## src/rtl/router_oport_arbiter.sv

```systemverilog
// Per-output round-robin arbiter for the 4x4 router: grants each output to one
// input for the duration of its frame and drives the crossbar select.
module router_oport_arbiter #(
    parameter int unsigned NUM_PORTS = 4,
    parameter int unsigned ADDR_W    = 2
) (
    input  logic                          clk,
    input  logic                          reset,
    input  logic [NUM_PORTS-1:0]          i_req,
    input  logic [NUM_PORTS-1:0]          i_frame,
    input  logic [NUM_PORTS*ADDR_W-1:0]   i_dst_addr,
    output logic [NUM_PORTS-1:0]          o_gnt,
    output logic [NUM_PORTS-1:0]          o_out_busy,
    output logic [NUM_PORTS*ADDR_W-1:0]   o_out_sel
);

    typedef enum logic {
        IDLE = 1'b0,
        BUSY = 1'b1
    } state_t;

    state_t            state [NUM_PORTS];
    logic [ADDR_W-1:0] ptr   [NUM_PORTS];
    logic [ADDR_W-1:0] win   [NUM_PORTS];
    logic              found [NUM_PORTS];

    // Round-robin search per output, starting at ptr[o] and wrapping at ADDR_W bits.
    always_comb begin
        for (int unsigned o = 0; o < NUM_PORTS; o++) begin
            found[o] = 1'b0;
            win[o]   = '0;
            for (int unsigned k = 0; k < NUM_PORTS; k++) begin
                logic [ADDR_W-1:0] idx;
                idx = ptr[o] + ADDR_W'(k);
                if (!found[o] && i_req[idx] && !o_gnt[idx] &&
                    (i_dst_addr[idx*ADDR_W +: ADDR_W] == ADDR_W'(o))) begin
                    found[o] = 1'b1;
                    win[o]   = idx;
                end
            end
        end
    end

    always_ff @(posedge clk) begin
        if (reset) begin
            o_gnt      <= '0;
            o_out_busy <= '0;
            o_out_sel  <= '0;
            for (int unsigned o = 0; o < NUM_PORTS; o++) begin
                ptr[o]   <= '0;
                state[o] <= IDLE;
            end
        end else begin
            // Each input targets one output, so the grant bits touched here never collide.
            for (int unsigned o = 0; o < NUM_PORTS; o++) begin
                case (state[o])
                    IDLE: begin
                        if (found[o]) begin
                            o_gnt[win[o]]                  <= 1'b1;
                            o_out_sel[o*ADDR_W +: ADDR_W]  <= win[o];
                            o_out_busy[o]                  <= 1'b1;
                            ptr[o]                         <= win[o] + 1'b1;
                            state[o]                       <= BUSY;
                        end
                    end
                    BUSY: begin
                        if (!i_frame[o_out_sel[o*ADDR_W +: ADDR_W]]) begin
                            o_gnt[o_out_sel[o*ADDR_W +: ADDR_W]] <= 1'b0;
                            o_out_busy[o]                        <= 1'b0;
                            state[o]                             <= IDLE;
                        end
                    end
                    default: state[o] <= IDLE;
                endcase
            end
        end
    end

endmodule
```

## config.mk

```make
export PLATFORM = sky130hd
export DESIGN_NAME = router_oport_arbiter
export DESIGN_NICKNAME = d
export VERILOG_FILES = /design/src/rtl/router_oport_arbiter.sv
export SDC_FILE = /design/constraint.sdc
export NUM_CORES = 1
export LEC_CHECK = 0
export ABC_AREA = 1
export BUFFER_PORTS_ARGS = -buffer_cell sky130_fd_sc_hd__buf_2
export CAP_MARGIN = 10
export CORE_MARGIN = 2
export CORE_UTILIZATION = 28
export DETAILED_ROUTE_END_ITERATION = 10
export SYNTH_ARGS = -nofsm -noshare
export SYNTH_HDL_FRONTEND = slang
export SYNTH_SLANG_ARGS = --single-unit
```

## constraint.sdc

```tcl
create_clock -name clk -period 2.3 [get_ports clk]
set_input_delay 0.345 -clock clk [delete_from_list [all_inputs] [get_ports clk]]
set_output_delay 0.345 -clock clk [all_outputs]
set_load 0.05 [all_outputs]
```

Word level (Yosys, flattened, before mapping):

Memory sizes are Yosys's and may differ from the RTL's.
Index checks and enable logic that the tools add are counted.
Widths: inputs -> output; s select.

* register bits: 16
* memory bits (writable): 12
* input bits: 18
* output and inout port bits: 16
* memories kept: 2

Memory list
* ptr: depth 4, width 2, read ports 4, clocked after memory_dff 0, write ports 4, RTL line 23 `logic [ADDR_W-1:0] ptr [NUM_PORTS];`
* state: depth 4, width 1, read ports 4, clocked after memory_dff 0, write ports 4, RTL line 22 `state_t state [NUM_PORTS];`

* $add $sub $neg: 16
* order comparisons: 32
* equality and inequality tests: 20
* shift-type cells: 16
* mux-type cells: 193
* bitwise gates (word level): 28
* reductions and logical operators: 92

Operator list (count)
* $shiftx 8x4->2: 16
* $mux 1: 110
* $bmux 1 s2: 36
* $lt 2x3->1 const B: 24
* $logic_and 1x1->1: 52
* $mux 4: 11
* $mux 2: 20
* $pmux 4 s2: 4
* $logic_not 1->1: 28
* $add 2x1->2 const B: 8
* $add 2x2->2 const B: 8
* $and 4x4->4: 4
* $demux 1 s2: 8
* $eq 2x2->1 const B: 8
* $ge 2x1->1 const B: 8
* $ne 2x2->1 const B: 8
* $not 4->4: 4
* $or 4x4->4: 4
* $reduce_and 2->1: 8
* $or 1x1->1: 12
* $eq 2x1->1 const B: 4
* $logic_not 2->1: 4
* $pmux 1 s2: 4
* $not 1->1: 4

Logic depth before layout (Yosys ltp):

Gate-level depths: netlist of the first run.
An unclocked memory read counts as a cell.

* depth after elaboration: 41
* gate-level depth with buffers: 21
* gate-level depth less buffers: 20

Worst setup path after synthesis of the first run:

Ideal clock, no wire load.

* path type: flip-flop to flip-flop
* start point: register o_gnt[3]
* end point: memory ptr[3][1] (data pin)
* setup time: 0.251 ns
* arrival: 2.029 ns
* required time: 2.049 ns
* slack: 0.020 ns
* stages on the path, launching flop included: 12
* path buffers: 0
* clock period less this slack: 2.280 ns
* cell sequence: dfxtp_1 > inv_1 > nand3_1 > nor3_2 > nor2_1 > o21ai_4 > nor2_2 > nor3_2 > nor2_4 > inv_1 > ha_1 > nor2_1

RTL lines
* start: declaration: RTL line 12 `output logic [NUM_PORTS-1:0] o_gnt,`
* start signal: assignment: RTL line 46 `o_gnt <= '0;`
* start signal: indexed assignment: RTL line 59 `o_gnt[win[o]] <= 1'b1;`
* start signal: indexed assignment: RTL line 68 `o_gnt[o_out_sel[o*ADDR_W +: ADDR_W]] <= 1'b0;`
* end: declaration: RTL line 23

==> results.md, run 1 <==
* # diodes at 0
* CP max stage delay at 0.39 ns
* Initial Util at 28.87%
* Setup TNS at -0.1015 ns
* Wire length of the first global-routing pass at 14.25 mm
* CP Class: reg -> reg
* Die Width at 107.2 µm
* Status: complete, but fails checks
* CTS clk-pin slew, worst paths at ~0.11 ns
* Die area at 0.01149 mm²
* Initial DRC count at 133
* Synth area leaders: nand2_1 (14%), edfxtp_1 (12%), dfxtp_1 (11%)
* Hold_ws at 0.4451 ns
* H-tree levels at 1
* Routability cong. at 0.8281
* Total of max-cap violations at 0
* Post-Synthesis Cells at around 450
* CTS tree: yes
* I/O pins at 34
* Lkg Pwr at around 0.0019 µW
* CP most frequent cell: nand2_1
* Finished Core Util at 38.84%
* Post-Route WL at 8.736 mm
* RSZ-0062 raised after global routing: yes
* Power Dens Cells at around 1500 mW/mm²
* Placed Instances at 651
* Min Clock Period, post-route at between 2 and 2.5 ns
* Gr ovfl total at 0
* Drt pass-1 iters at 4
* Worst slew pin tran at 0.4780 ns
* Failing checks: negative setup slack
* I/O Buffers at 33
* Vias at approximately 3200
* Fin Clk Skew at about 0.0086 ns
* Clock sinks at 28
* Yosys cell types at 41
* Core box area at between 0.01 and 0.015 mm²
* Vias in the first global route at about 3000
* Layout cell share with drive strength beyond 1 at 40.11%
* Setup crit start kind: flop
* Routed len/inst at 13.10 µm
* Register area share after synthesis at 22.84%
* Initial antenna violation count at 0
* Hold Path Origin: reset
* GRT Util Overall at between 10% and 20%
* Post-Synthesis Net Count at ~480
* Crit-path cells: buf_6, buf_12, o21ai_4, nor2_1, nand2_1, nand2_2, nor2_4, nand2_2, o211ai_1, nor2_2, ha_2, nand3_2, nand2_2, nand2_2, nand2_1, nand2_1, nand2_1, nand2_1, nand2_1
* Final hold vios at 0
* Synthesis-stage register bit count at 28
* CP delay by family, top: simple AND/OR/NAND/NOR gates
* Syn_area_per_cell at 6.638 µm²
* Worst hold-check path type: in -> reg
* Area grow syn2layout at 34.55%
* WP data required at 2.49 ns
* Root Driver: clkbuf_8
* Crit Path Max Fanout at 7
* Cell Area, Synth at between 0.002 and 0.003 mm²
* Post-Layout Cell Count at 667
* Max-slew violations at 0
* Total power at 6044 µW
* Setup ws final at -0.04041 ns
* Fmax at 0.4273 GHz
* Fin crit share at 101.8%
* CTS Buf Count at 3
* Post-route ant nets at 0
* Critical Path End Type: flop
* CP Data Arrival Time at 2.53 ns
* Pin count of the biggest net entering global routing at 17
* Layout Nets at roughly 570
* Max Buffers Root-to-Sink at 2
* Worst r2r src: ptr[0][0]
* Site Rows at 37
* # DRC at 0
* Worst Setup SP: ptr[0][0]
* Top-area cell type share of the netlist area at 14.36%
* Final setup fails at 4
* Die height at 107.2 µm
* Via/cell ratio at 4.813
* Worst Path Buf+Inv at 2
* Crit-path slowest cell: edfxtp_1
* Ys Warns at 0
* Later-pin clock latency in the skew report at 0.28 ns
* Peak VDD IR at 0.7984 mV
* Final HPWL DP at 6.804 mm
* Yosys top cell by area: nand2_1
* Max-slew headroom at between 60 and 70%
[kinds of logic (layout without fill, tap and decap cells)]
group,count (synthesis),count (layout),share of synthesized area (%)
buffers and inverters,80,162,11.25
flip-flops,28,28,22.84
AND/OR/NAND/NOR,255,255,42.07
adder cells (fa/ha/maj),16,16,6.717
XOR/XNOR,3,3,1.764
AO/OA/AOI/OAI,67,67,15.37
[worst paths after layout]
check                                endpoint  slack, ns  depth (start not counted)
worst min register to register  o_out_busy[0]       0.48                          2
worst max register to register       o_gnt[1]      -0.04                         19
worst max-delay path                 o_gnt[1]      -0.04                         19
worst min-delay path            o_out_busy[0]       0.45                          3
[routing by layer]
metal | routed length (µm) | vias up | global-route usage [%]
met5 | 0 | - | 0
met2 | 3984 | 58 | 25.45
li1 | - | 1647 | -
met3 | 354 | 7 | 1.155
met4 | 70 | 0 | 2.968
met1 | 4326 | 1498 | 21.80
[layout by cell type (no fill, tap or decap), types with 4 or more instances in the layout]
cell	Yosys	routed
o21ai_1	14	12
nand4_1	10	10
o31ai_1	6	6
o21ai_4	2	5
buf_4	2	44
a21oi_1	10	8
a21oi_2	3	5
nor2_1	33	27
edfxtp_1	12	12
dfxtp_1	16	15
nor2_4	4	8
nand2_1	114	100
nand3_1	49	42
nor3_1	7	7
inv_2	23	28
nand3_2	6	13
buf_2	2	33
nor3_2	4	4
inv_1	49	44
nor2_2	8	10
o21ai_0	12	10
o21ai_2	6	7
buf_6	3	4
o22ai_1	4	4
nand2_2	14	25
ha_1	16	10
[state kept, by name, indices dropped and copies added (netlist names)]
register,flops
o_gnt,4
o_out_busy,4
o_out_sel,8
ptr,8
state,4
[cell usage after synthesis]
library cell and instances:
nor2_1 33, buf_4 2, nand3_4 2, nor2_2 8, o311ai_0 2, o21ai_2 6, o22a_1 1, o21ai_1 14
ha_1 16, nor2_8 1, nor3_1 7, edfxtp_1 12, and3b_1 1, a31oi_1 1, nand4_1 10, o31ai_4 1
a21oi_1 10, inv_2 23, nand3_2 6, nor2_4 4, o21a_1 2, nand3_1 49, xor2_4 1, xor2_1 1
o22ai_1 4, o21ai_4 2, inv_4 1, nor3_2 4, o31ai_1 6, nand2_1 114, nand2_2 14, dfxtp_1 16
o211ai_1 2, o21ai_0 12, inv_1 49, buf_6 3, buf_2 2, o22ai_2 1, a21oi_2 3, and2_1 2
xor2_2 1
[area by class of cell]
class                           instances  area (µm²)
Inverter                               73       276.5
Timing Repair Buffer                   85       628.1
Sequential cell                        28       681.9
Fill cell                            1104        6314
Multi-Input combinational cell        341        2182
Tap cell                              136       170.2
Clock inverter                          1       30.03
Clock buffer                            3       41.29
[through the flow]
stage / area [µm²] / setup slack (ns)
6_report: 4010 / -0.04041
2_1_floorplan: 2980 / 0.02040
3_5_place_dp: 3582 / -0.1325
5_1_grt: 4010 / -0.1881
3_3_place_gp: 3582 / -0.04043
4_1_cts: 3796 / -0.01820
[tightest hold or removal path: stages]
cell and delay (ns):
buf_2 0.09, buf_4 0.20, a21oi_1 0.05
[report_power, final]
group | switching [µW] | internal, µW
Sequential | 235 | 777
Clock | 168 | 233
Combinational | 2840 | 1790
Total | 3250 | 2800
[what timing repair did]
| item | 4_1_cts | 5_1_grt |
|---|---|---|
| cloned | 1 | 1 |
| pin swaps | 21 | 28 |
| gates resized for setup | 28 | 38 |
| hold buffers | 0 | 0 |
| hold endpoints to repair | 0 | 0 |
| setup endpoints to repair | 6 | 8 |
| buffers inserted | 4 | 6 |
Note: power is estimated with default switching activity, not from simulation.
==> run 2, diff against run 1 <==
--- a/config.mk
+++ b/config.mk
@@ -9,7 +9,7 @@
 export BUFFER_PORTS_ARGS = -buffer_cell sky130_fd_sc_hd__buf_2
 export CAP_MARGIN = 10
 export CORE_MARGIN = 2
-export CORE_UTILIZATION = 28
+export CORE_UTILIZATION = 25
 export DETAILED_ROUTE_END_ITERATION = 10
 export SYNTH_ARGS = -nofsm -noshare
 export SYNTH_HDL_FRONTEND = slang
==> results.md, run 2 (same netlist as run 1, synthesis figures left out) <==
* Setup ws final at -0.02414 ns
* Lkg Pwr at between 0.0015 and 0.002 µW
* Die Width at 113.2 µm
* Clock sinks at 28
* Initial DRC count at 225
* Final HPWL DP at 6.889 mm
* Total power at ~5600 µW
* Pin count of the biggest net entering global routing at 15
* Fin crit share at 101.0%
* Total of max-cap violations at 0
* Crit Path Max Fanout at 9
* Later-pin clock latency in the skew report at 0.26 ns
* Final setup fails at 2
* # DRC at 4
* Worst slew pin tran at 0.4858 ns
* Post-Layout Cell Count at 666
* WP data required at 2.46 ns
* Max-slew violations at 0
* Layout Nets at roughly 560
* Max-slew headroom at 67.58%
* Comb pwr share at 74.9%
* Via/cell ratio at 4.769
* Initial antenna violation count at 0
* Fmax at 0.4303 GHz
* Site Rows at 39
* Failing checks: design-rule violations, negative setup slack
* P_sw at 3081 µW
* Setup crit start kind: flop
* Power Dens Cells at ~1500 mW/mm²
* Routed len/inst at 13.30 µm
* Hold-fix buffers, CTS at 0
* CP Class: reg -> reg
* CP Data Arrival Time at 2.49 ns
* Layout cell share with drive strength beyond 1 at between 30% and 40%
* Area grow syn2layout at 29.35%
* Post-Route WL at 8.858 mm
* Vias at ~3200
* Critical Path End Type: flop
* Post-route ant nets at 0
* Post-Place Worst Slack at -0.1408 ns
* Die height at approximately 110 µm
* # diodes at 0
* Hold_ws at 0.4380 ns
* FF-to-FF setup slack at -0.02 ns
* Final hold vios at 0
* Internal power at 2562 µW
* Register share of total power at 18.0%
* RSZ-0062 raised after global routing: yes
* Switching part of the total at 54.60%
* Wire length of the first global-routing pass at 14.76 mm
* Fin Clk Skew at 0.002187 ns
* Peak VDD IR at between 0.6 and 0.7 mV
* Worst hold-check path type: in -> reg
* Initial Util at 25.88%
* Most frequent cells in the layout: nand2_1 (98), inv_1 (47), nand3_1 (45)
* I/O Buffers at 33
* Setup TNS at -0.04121 ns
* Die area at 0.01281 mm²
* CTS clk-pin slew, worst paths at around 0.070 ns
* CTS Buf Count at 3
* Routability cong. at 0.8781
* I/O pins at 34
* Placed Instances at 650
* CTS tree: yes
* Drt pass-1 iters at 8
* GRT Util Overall at ~14%
* Most common cell after layout, fill and taps aside: nand2_1
* Status: complete, but fails checks
* Root Driver: clkbuf_16
* Biggest regs: o_out_sel x8, ptr x8
* Vias in the first global route at 3124
* Core box area at 0.01152 mm²
* Gr ovfl total at 0
* Clock Power Share at under 10%
* H-tree levels at 1
* Min Clock Period, post-route at 2.324 ns
* Max Buffers Root-to-Sink at 2
run 2: cell types whose count changed in the layout (fill, tap and decap cells not counted), moves of 3 or more:
cell       before  now
nand3_2        13   10
clkbuf_16       0    3
nor2_4          8    5
inv_1          44   47
buf_4          44   41
clkbuf_8        3    0
ha_4            3    0
nand2_2        25   28
nand3_1        42   45
inv_2          28   25
run 2: layer usage:
| metal | share of wire [%] | GRT usage [%] |
|---|---|---|
| met1 | 49 | 19.67 |
| met4 | 2.2 | 5.041 |
| met2 | 43 | 21.52 |
| met5 | 0 | 0 |
| met3 | 5.9 | 1.714 |
run 2: stage by stage:
step                      area, µm²  util [%]
after global routing           3855     33.47
after global placement         3531     30.66
after floorplan                2980         -
after CTS                      3796     32.96
final                          3855     33.47
after detailed placement       3531     30.66
run 2: final timing paths:
path | startpoint | end | cells past startpoint
worst min-delay path | reset | o_out_busy[0] | 2
worst min register to register | o_out_busy[0] | o_out_busy[0] | 2
worst max-delay path | ptr[0][0] | o_gnt[1] | 18
worst max register to register | ptr[0][0] | o_gnt[1] | 18
run 2: critical path, stage by stage, from the launching register on:
cell	delay (ns)
edfxtp_1	0.44
buf_12	0.18
o21ai_2	0.16
nor2_1	0.06
nand2_1	0.11
nand2_2	0.09
nor2_4	0.14
nand2_2	0.06
o211ai_1	0.20
nor2_2	0.09
ha_2	0.18
nand3_1	0.07
nand2_1	0.08
nand2_1	0.09
nand2_1	0.05
nand2_1	0.06
nand2_1	0.05
nand2_1	0.06
nand2_1	0.04
run 2: power groups by stage:
stage,clock (µW),combinational (µW),sequential [µW]
global route,419,4700,1050
detailed placement,0,3740,1040
floorplan,0,2500,1290
CTS,405,4120,1000
finish,398,4230,1020
global placement,0,3680,1030
run 2: area by class of cell:
cell class / count / area, µm²
tap: 143 / 178.9
multi-input combinational: 341 / 2108
fill: 1233 / 7661
inverter: 73 / 276.5
sequential: 28 / 680.7
timing repair buffer: 78 / 535.5
clock buffer: 3 / 75.07
run 2: what timing repair did:
action                     4_1_cts  5_1_grt
setup endpoints to repair        5        9
gates resized for setup         30       22
buffers inserted                 9        4
cloned                           1        0
hold endpoints to repair         0        0
pin swaps                       19       11
==> run 3, diff against run 2 <==
==> constraint.sdc (replaced) <==
create_clock -name clk -period 2.3 [get_ports clk]
set_input_delay 0.115 -clock clk [delete_from_list [all_inputs] [get_ports clk]]
set_output_delay 0.115 -clock clk [all_outputs]
set_load 0.05 [all_outputs]
==> results.md, run 3 (same netlist as run 1, synthesis figures left out) <==
* FF/Latch Area at a little under 700 µm²
* Worst Setup EP: o_gnt[2]
* Switching part of the total at 53.32%
* Gr ovfl total at 0
* Fmax at 0.4324 GHz
* Placed Area at 0.003523 mm²
* Finished Core Util at approximately a third
* Worst r2r src: ptr[0][0]
* Die area at 0.01281 mm²
* Worst hold-check path type: in -> reg
* Max-slew headroom at around two thirds
* # diodes at 0
* Comb pwr share at 73.8%
* Area of the multi-input gates at 0.002085 mm²
* Initial DRC count at 248
* Core box area at 0.01152 mm²
* Worst Setup SP: ptr[0][0]
* Final hold vios at 0
* Biggest regs: o_out_sel x8, ptr x8
* Post-Route WL at 8.630 mm
* Max Buffers Root-to-Sink at 2
* Setup crit start kind: flop
* Post-Layout Cell Count at 661
* Vias in the first global route at 2913
* Routed len/inst at 13.06 µm
* Later-pin clock latency in the skew report at ~0.26 ns
* # DRC at 4
* Wire length of the first global-routing pass at roughly 14 mm
* Post-route ant nets at 0
* Initial Util at 25.88%
* Drt pass-1 iters at 9
* Total of max-cap violations at 0
* Max-slew violations at 0
* Setup ws final at -0.01277 ns
* WP data required at 2.46 ns
* Internal power at around 2700 µW
* Root Driver: clkbuf_16
* Worst slew pin tran at a little under 0.5 ns
* Layout Nets at roughly 550
* P_sw at 3137 µW
* Most frequent cells in the layout: nand2_1 (107), nand3_1 (49), inv_1 (47)
* Clock Power Share at ~9%
* H-tree levels at 1
* Layout cell share with drive strength beyond 1 at 34.17%
* Crit Path Max Fanout at 18
* Initial antenna violation count at 0
* Final setup fails at 2
* Site Rows at 39
* Vias at 3151
* CTS Buf Count at 3
* Area grow syn2layout at 28.88%
* Most common cell after layout, fill and taps aside: nand2_1
* FF-to-FF setup slack at -0.01 ns
* CTS tree: yes
* Power Dens Cells at 1532 mW/mm²
* Final instance area at ~0.0038 mm²
* Die Width at 113.2 µm
* Register share of total power at 17.2%
* CTS clk-pin slew, worst paths at 0.07 ns
* Post-Place Worst Slack at -0.1745 ns
* CP Data Arrival Time at 2.48 ns
* Routability cong. at 0.8519
* Via/cell ratio at 4.767
* Final HPWL DP at 6.822 mm
* GRT Util Overall at 13.22%
* I/O pins at 34
* Critical Path End Type: flop
* Die height at 113.2 µm
* Clock sinks at 28
* Placed Instances at 649
* I/O Buffers at 33
* RSZ-0062 raised after global routing: yes
* Fin Clk Skew at 0.002846 ns
* Failing checks: design-rule violations, negative setup slack
* Status: complete, but fails checks
* Min Clock Period, post-route at approximately 2.3 ns
* R2R cell count at 20
* Peak VDD IR at 0.6071 mV
* Fin crit share at 100.6%
* Crit Reg-Reg Endpoint: o_gnt[2]
* Filler cells at around 1300
* Total power at about 5900 µW
* Lkg Pwr at 0.001816 µW
* Pin count of the biggest net entering global routing at 19
* CP Class: reg -> reg
[run 3: cell count changes in the layout (fill, tap and decap cells not counted), moves of 2 or more]
cell	delta
ha_1	+3
nor2_4	+2
buf_4	-7
nand2_1	+9
ha_2	-4
nand3_1	+4
nand2_2	-8
nor2_2	-2
nand3_2	-4
[run 3: final cells by class]
class / instances / share of cell area [%]
sequential: 28 / 17.72
tap: 143 / 4.658
clock buffer: 3 / 1.954
inverter: 73 / 7.394
timing repair buffer: 72 / 13.22
multi-input combinational: 341 / 54.27
clock inverter: 1 / 0.7818
[run 3: metrics by stage]
stage	hold slack [ns]	setup TNS, ns
floorplan	0.4248	0
global placement	0.4691	-0.2320
detailed placement	0.4807	-0.3792
CTS	0.2315	-0.08591
global route	0.2450	-1.012
finish	0.2195	-0.01704
[run 3: worst min-delay path by stage]
| stage | startpoint | endpoint | slack (ns) | cells past startpoint |
|---|---|---|---|---|
| 5_1_grt | reset | o_out_busy[3] | 0.25 | 2 |
| 3_3_place_gp | o_out_busy[0] | o_out_busy[0] | 0.47 | 2 |
| 4_1_cts | reset | o_out_busy[3] | 0.23 | 2 |
| 2_1_floorplan | reset | o_out_busy[0] | 0.42 | 2 |
| 3_5_place_dp | o_out_busy[3] | o_out_busy[3] | 0.48 | 2 |
| 6_report | reset | o_out_busy[3] | 0.22 | 2 |
[run 3: per-layer routing]
layer / global-route usage (%) / wire [µm] / vias to the layer above / share of wire, %
met5: 0 / 0 / - / 0
met4: 2.764 / 102 / 0 / 1.2
met1: 19.36 / 4186 / 1447 / 49
met2: 21.40 / 3917 / 77 / 45
met3: 0.9106 / 424 / 9 / 4.9
li1: - / - / 1618 / -
[run 3: power groups by stage]
| stage | clock network [µW] | registers, µW | logic (µW) |
|---|---|---|---|
| after global routing | 547 | 1050 | 4850 |
| after detailed placement | 0 | 1040 | 3840 |
| final | 529 | 1010 | 4340 |
| after global placement | 0 | 1030 | 3780 |
| after CTS | 536 | 1000 | 3950 |
| after floorplan | 0 | 1290 | 2500 |
[run 3: critical path, stage by stage, from the launching register on]
cell and delay, ns:
edfxtp_1 0.42, buf_12 0.18, nor2_1 0.10, nand3_1 0.10, nand2_2 0.11, nand2_2 0.07
nand2_2 0.07, nor2_4 0.05, nand2_2 0.05, o211ai_1 0.11, nor2_2 0.17, inv_1 0.09
ha_1 0.20, nand3_1 0.08, nand2_1 0.06, nand2_1 0.06, nand2_1 0.05, nand2_1 0.06
nand2_1 0.05, nand2_1 0.08, nand2_1 0.05
[run 3: repair_timing]
item,in CTS,in global routing
hold endpoints to repair,0,0
setup endpoints to repair,5,8
gates resized for setup,4,35
pin swaps,0,11
gates cloned,0,1
setup buffers,2,5
hold buffers,0,0
